===== config.mk =====
export PLATFORM = sky130hd
export DESIGN_NAME = io_output_reg
export DESIGN_NICKNAME = d
export VERILOG_FILES = /design/src/rtl/io_output_reg.sv
export SDC_FILE = /design/constraint.sdc
export NUM_CORES = 1
export LEC_CHECK = 0
export CORE_ASPECT_RATIO = 1.1
export CORE_MARGIN = 5
export CORE_UTILIZATION = 45
export DETAILED_ROUTE_END_ITERATION = 6
export PLACE_DENSITY = 0.83
export SYNTH_ARGS = -nofsm -noshare
export SYNTH_HDL_FRONTEND = slang
export SYNTH_SLANG_ARGS = --single-unit

===== constraint.sdc =====
create_clock -name io_clk -period 2.8 [get_ports io_clk]
set_clock_uncertainty 0.05 [all_clocks]
set_input_delay 0.42 -clock io_clk [delete_from_list [all_inputs] [get_ports io_clk]]
set_output_delay 0.42 -clock io_clk [all_outputs]
set_load 0.005 [all_outputs]

===== src/rtl/io_output_reg.sv =====
// ============================================================================
// Module  : io_output_reg
// Brief   : Memory-mapped output ports with pending/ack handshake and overrun.
// Revision: 1.0 - initial release
// ============================================================================
`default_nettype none

module io_output_reg #(
  parameter logic [31:0] RST_VAL = 32'h0000_0000
) (
  input  logic        io_clk,
  input  logic        resetn,
  input  logic [31:0] addr,
  input  logic [31:0] datain,
  input  logic        write_io_enable,
  input  logic [2:0]  ack,
  output logic [31:0] out_port0,
  output logic [31:0] out_port1,
  output logic [31:0] out_port2,
  output logic [2:0]  pend,
  output logic [31:0] io_read_data
);

  localparam logic [5:0] C_SEL_PORT0  = 6'b100000;
  localparam logic [5:0] C_SEL_PORT1  = 6'b100001;
  localparam logic [5:0] C_SEL_PORT2  = 6'b100010;
  localparam logic [5:0] C_SEL_STATUS = 6'b100011;

  typedef enum logic [0:0] {
    ST_IDLE = 1'b0,
    ST_PEND = 1'b1
  } pend_state_t;

  logic [5:0]       w_sel;
  logic [2:0]       w_wr_port;
  logic             w_wr_status;
  logic [2:0]       w_ovr_set;
  logic [2:0]       w_ovr_clr;
  logic [2:0][31:0] r_port;
  logic [2:0]       r_ovr;

  assign w_sel        = addr[7:2];
  assign w_wr_port[0] = write_io_enable && (w_sel == C_SEL_PORT0);
  assign w_wr_port[1] = write_io_enable && (w_sel == C_SEL_PORT1);
  assign w_wr_port[2] = write_io_enable && (w_sel == C_SEL_PORT2);
  assign w_wr_status  = write_io_enable && (w_sel == C_SEL_STATUS);

  // A write that lands on a still-pending port with no ack loses the old value.
  assign w_ovr_set = w_wr_port & pend & ~ack;
  assign w_ovr_clr = {3{w_wr_status}} & datain[5:3];

  always_ff @(posedge io_clk or negedge resetn) begin
    if (!resetn) begin
      r_port <= {3{RST_VAL}};
      r_ovr  <= 3'b000;
    end else begin
      for (int i = 0; i < 3; i++) begin
        if (w_wr_port[i]) begin
          r_port[i] <= datain;
        end
        if (w_ovr_set[i]) begin
          r_ovr[i] <= 1'b1;
        end else if (w_ovr_clr[i]) begin
          r_ovr[i] <= 1'b0;
        end
      end
    end
  end

  generate
    for (genvar gi = 0; gi < 3; gi++) begin : g_pend
      pend_state_t r_state;
      pend_state_t w_state_nxt;

      always_ff @(posedge io_clk or negedge resetn) begin
        if (!resetn) begin
          r_state <= ST_IDLE;
        end else begin
          r_state <= w_state_nxt;
        end
      end

      // A write in the same cycle as ack keeps the flag set.
      always_comb begin
        w_state_nxt = r_state;
        case (r_state)
          ST_IDLE: if (w_wr_port[gi]) w_state_nxt = ST_PEND;
          ST_PEND: if (!w_wr_port[gi] && ack[gi]) w_state_nxt = ST_IDLE;
          default: w_state_nxt = ST_IDLE;
        endcase
      end

      assign pend[gi] = (r_state == ST_PEND);
    end
  endgenerate

  always_comb begin
    io_read_data = 32'h0000_0000;
    case (w_sel)
      C_SEL_PORT0:  io_read_data = r_port[0];
      C_SEL_PORT1:  io_read_data = r_port[1];
      C_SEL_PORT2:  io_read_data = r_port[2];
      C_SEL_STATUS: io_read_data = {26'b0, r_ovr, pend};
      default:      io_read_data = 32'h0000_0000;
    endcase
  end

  assign out_port0 = r_port[0];
  assign out_port1 = r_port[1];
  assign out_port2 = r_port[2];

endmodule

`default_nettype wire

* Yosys cells after proc, flatten, opt, wreduce, memory -nomap -nowiden
Cells that the tools add are included.
** Word-level totals
- Bits in registers :: 102
- Bits in latches :: 0
- RAM bits :: 0
- Bits in read-only memories :: 0
- Input bits :: 70
- Output and inout bits :: 131
- Logic and storage cells :: 49
- Memories :: 0
** Cells by class
- $add $sub $neg :: 0
- $mul :: 0
- Div/mod/pow operators :: 0
- $lt $le $gt $ge :: 0
- Equality and inequality tests :: 4
- Shifts and indexed selects :: 0
- Mux-type cells :: 16
- Bitwise gates (word level) :: 7
- Reductions and logical operators :: 13
** Operators by type and width (count)
- case mux 32 bit (4 select lines) :: 1
- == test 6 bit (second input constant) :: 4
- two-way mux 1 bit :: 12
- bitwise AND 3 bit :: 3
- logical AND 1 bit :: 7
- case mux 1 bit (2 select lines) :: 3
- nonzero test 2 bit :: 3
- zero test 1 bit :: 3
- inverter 1 bit :: 3
- inverter 3 bit :: 1

* Logic depth before layout (Yosys ltp)
- Word-level depth :: 6
- Mapped depth :: 6
- Depth with buffers taken out :: 3

* Worst setup path after synthesis
OpenSTA, ideal clock, no wires.
- Path kind :: input to register
- Start :: in addr[6]
- End :: reg r_port (netlist bit out_port0[10])
- Setup time :: 0.125 ns
- Arrival :: 2.007 ns
- Required time :: 2.625 ns
- Path slack :: 0.618 ns
- Stages on the path :: 5
- Path buffers :: 2
- Cell sequence :: or4b_1 -> buf_2 -> nor4b_4 -> buf_4 -> mux2_2
** Between the ends
- Longest elaborated chain between the ends :: 2
** RTL lines
- from (decl) :: line 13 : input logic [31:0] addr,
- == test 6 bit :: line 43 : assign w_wr_port[0] = write_io_enable && (w_sel == C_SEL_PORT0);
- logical AND 1 bit :: line 43
- to (signal assigned) :: line 54 : r_port <= {3{RST_VAL}};
- to (signal, indexed assignment) :: line 59 : r_port[i] <= datain;
- to (decl) :: line 39 : logic [2:0][31:0] r_port;
No other way between the ends.
A chain may end at the register's enable or synchronous reset.

* Worst setup path after layout
- Start :: in addr[5]
- End :: out io_read_data[12]
** Between the ends
- Longest elaborated chain between the ends :: 2
** RTL lines
- == test 6 bit :: line 99 : case (w_sel)
- case mux 32 bit (4 select lines) * :: line 99
- to (decl) :: line 21 : output logic [31:0] io_read_data
Every way passes the cells marked *; elsewhere a longest branch is shown, timed or not.

==> impl_metrics.json <==
{
  "status": "complete, no violations",
  "netlist_instances": 368,
  "dieHeight_um": 120,
  "io_buffers": 174,
  "antenna_found_initial": 0,
  "critPathMaxStageDelay_ns": 0.59,
  "min_period_over_period_pct": 98.6,
  "n_fill_cell": 847,
  "hold_viol": 0,
  "power.leakage_uw": 0.00346,
  "path_clk_slew_ns": 0.07,
  "synth.distinct_cells": 29,
  "crit_fanout": 11,
  "timing.final.ws_setup_ns": 0.0388,
  "max_freq_ghz": 0.362,
  "dp_hpwl_um": 9630,
  "finalSetupTns_ns": 0,
  "worstReg2RegStart": "g_pend[1].r_state",
  "h-tree-depth": 3,
  "worst-setup-path-type": "input pin to primary output",
  "synth_top_family_by_area": "multiplexers",
  "synthSimpleGateAreaFrac_pct": 8.76,
  "fin_area_um2": 7230,
  "drt_iter0_drc": 115,
  "post-cts-setup-buffers": 0,
  "drv_cap": 0,
  "synth_fa_ha_area_share_pct": 0,
  "grt_util_all_layers_pct": 21.0,
  "cp.arrival_ns": 2.29,
  "area.growth.synth_to_final_pct": 47.1,
  "pre_cts_ws_ns": -0.0648,
  "layout.nets": 615,
  "rsz0062_at_grt": "false",
  "synth_compound_area_share_pct": 3.54,
  "overflow": 0,
  "postRouteAntennaNets": 0,
  "finalMaxSlewViolations": 0,
  "final_common_cell": "clkdlybuf4s50_1",
  "clkSinkCount": 102,
  "r2r_cells": 3,
  "io-pin-count": 201,
  "slowest_stage": "or4b_4",
  "synth-xor-area-share_pct": 0,
  "grt_pass1_vias": 3971,
  "synth_area_um2": 4910,
  "power_density_nw_per_um2": 538,
  "ctsHoldBuffers": 0,
  "cts_buffers": 9,
  "synth_seq_area_share_pct": 51.9,
  "multi_input_area_um2": 2200,
  "crit_required_ns": 2.33,
  "synth_fp_nets": 438,
  "rows": 40,
  "antennaDiodeCount": 0,
  "drc": 0,
  "dr.pass1.iters": 4,
  "die_x_um": 110,
  "drive_gt1_share_pct": 31.1,
  "final-setup-viol-count": 0,
  "seq_area_um2": 2550,
  "fp.dieArea_um2": 13100,
  "wire_per_inst_um": 19.4,
  "worstPathCellList": "clkdlybuf4s50_1 > or4b_4 > buf_6 > a21oi_1 > clkdlybuf4s50_1",
  "clk-insertion-delay-late_ns": 0.33,
  "endpoint_kind": "primary output",
  "final_cell_mix": "clkdlybuf4s50_1 (158), dfrtp_1 (102), mux2_2 (67)",
  "routed_wirelength_um": 13500,
  "placed_area_um2": 6910,
  "numPlacedInstances": 681,
  "r2r_end": "r_ovr[1]",
  "synth_area_per_cell_um2": 13.4,
  "muxShareOfSynthArea_pct": 32.3,
  "clockRootBuffer": "clkbuf_16",
  "tightestPinTransition_ns": 0.671,
  "vias": 3655,
  "cts_max_path_buffers": 2,
  "ir_worst_vdd_mv": 0.273,
  "grt_pass1_wl_um": 21400,
  "layout.cells.non_filler": 697,
  "cts_tree": "yes",
  "vias_per_cell": 5.24,
  "crit_top_cell": "clkdlybuf4s50_1",
  "routabilityCongestion": 0.833,
  "r2r_slack_ns": 1.78,
  "ys_ff_latch": 102,
  "start_util_pct": 45.5,
  "layout_min_cycle_time_ns": 2.76,
  "utilization_pct": 66.9,
  "grt_max_degree": 53,
  "slew-limit-headroom_pct": 55.3,
  "start_kind": "input pin",
  "yosysWarnings": 0,
  "hp-class": "input pin to async pin",
  "coreArea_um2": 10800
}
==> sequential cells by signal, indices dropped and copies added, names as in the netlist <==
| name | flops |
|---|---|
| g_pend.r_state | 3 |
| out_port0 | 32 |
| out_port2 | 32 |
| out_port1 | 32 |
| r_ovr | 3 |
==> metal layers <==
layer,vias to the layer above,GRT usage (%),share of wire (%)
met2,133,36.3,52
met4,0,7.79,2.0
met3,18,4.36,6.4
met5,-,0,0
li1,1640,-,-
met1,1864,25.4,40
==> logic make-up (layout without fill, tap and decap cells) <==
group	Yosys count	count (layout)
AO/OA/AOI/OAI	33	33
flip-flops	102	102
buffers and inverters	30	212
AND/OR/NAND/NOR	75	75
multiplexers	128	128
==> area by class of cell <==
cell class	instances	area share (%)
Timing Repair Buffer	194	27.8
Clock buffer	9	3.12
Clock inverter	7	0.762
Multi-Input combinational cell	236	30.4
Sequential cell	102	35.3
Inverter	2	0.104
Tap cell	147	2.54
==> synth_stat cells <==
| cell | number | area (um2) |
|---|---|---|
| a21o_1 | 1 | 7.51 |
| a21oi_1 | 28 | 140 |
| a2bb2oi_1 | 1 | 8.76 |
| and2_1 | 6 | 37.5 |
| buf_2 | 5 | 25.0 |
| buf_4 | 6 | 45.0 |
| buf_6 | 4 | 45.0 |
| clkbuf_1 | 13 | 48.8 |
| dfrtp_1 | 102 | 2550 |
| inv_1 | 2 | 7.51 |
| mux2_2 | 67 | 754 |
| mux2_4 | 29 | 435 |
| mux2i_1 | 26 | 260 |
| mux4_2 | 6 | 135 |
| nand2_1 | 29 | 109 |
| nand2b_1 | 2 | 12.5 |
| nand3_1 | 1 | 5.00 |
| nand4_1 | 2 | 12.5 |
| nand4b_1 | 1 | 8.76 |
| nor2b_1 | 2 | 12.5 |
| nor3_1 | 1 | 5.00 |
| nor4b_2 | 1 | 15.0 |
| nor4b_4 | 1 | 23.8 |
| nor4bb_1 | 1 | 10.0 |
| o21ai_0 | 2 | 10.0 |
| o31ai_1 | 1 | 7.51 |
| or2_2 | 26 | 163 |
| or3_1 | 1 | 6.26 |
| or4b_1 | 1 | 10.0 |
==> through the flow <==
step | total power (uW) | hold WS [ns]
floorplan | 2140 | 0.0744
global placement | 2710 | 0.439
detailed placement | 2740 | 0.447
CTS | 3930 | 0.0875
global route | 4070 | 0.111
finish | 3890 | 0.0695
==> report_power, final <==
group,leakage (uW),internal (uW),switching [uW]
combinational,0.00196,616,282
clock,0.000133,613,564
sequential,0.00136,1660,152
total,0.00346,2890,998
==> worst max-delay path by stage <==
stage	slack, ns	depth (start not counted)	start	endpoint
final	0.04	5	addr[5]	io_read_data[12]
after global routing	0.004	5	addr[5]	io_read_data[12]
after CTS	0.004	5	addr[6]	io_read_data[23]
after detailed placement	-0.06	5	addr[6]	io_read_data[10]
after global placement	-0.05	5	addr[6]	io_read_data[11]
after floorplan	0.62	5	addr[6]	out_port0[10]
==> worst max-delay path: cells and delay by family <==
| family | cells | cell delay, ns |
|---|---|---|
| AOI/OAI and AO/OA | 1 | 0.14 |
| buffers and inverters | 3 | 1.13 |
| and+or+nand+nor | 1 | 0.59 |
==> repair_timing <==
action | in CTS | in global routing
setup endpoints to repair | 26 | 16
gates resized for setup | 4 | 13
endpoints found under the hold margin | 0 | 0
pin swaps | 0 | 1
Note: power is estimated with default switching activity, not from simulation.
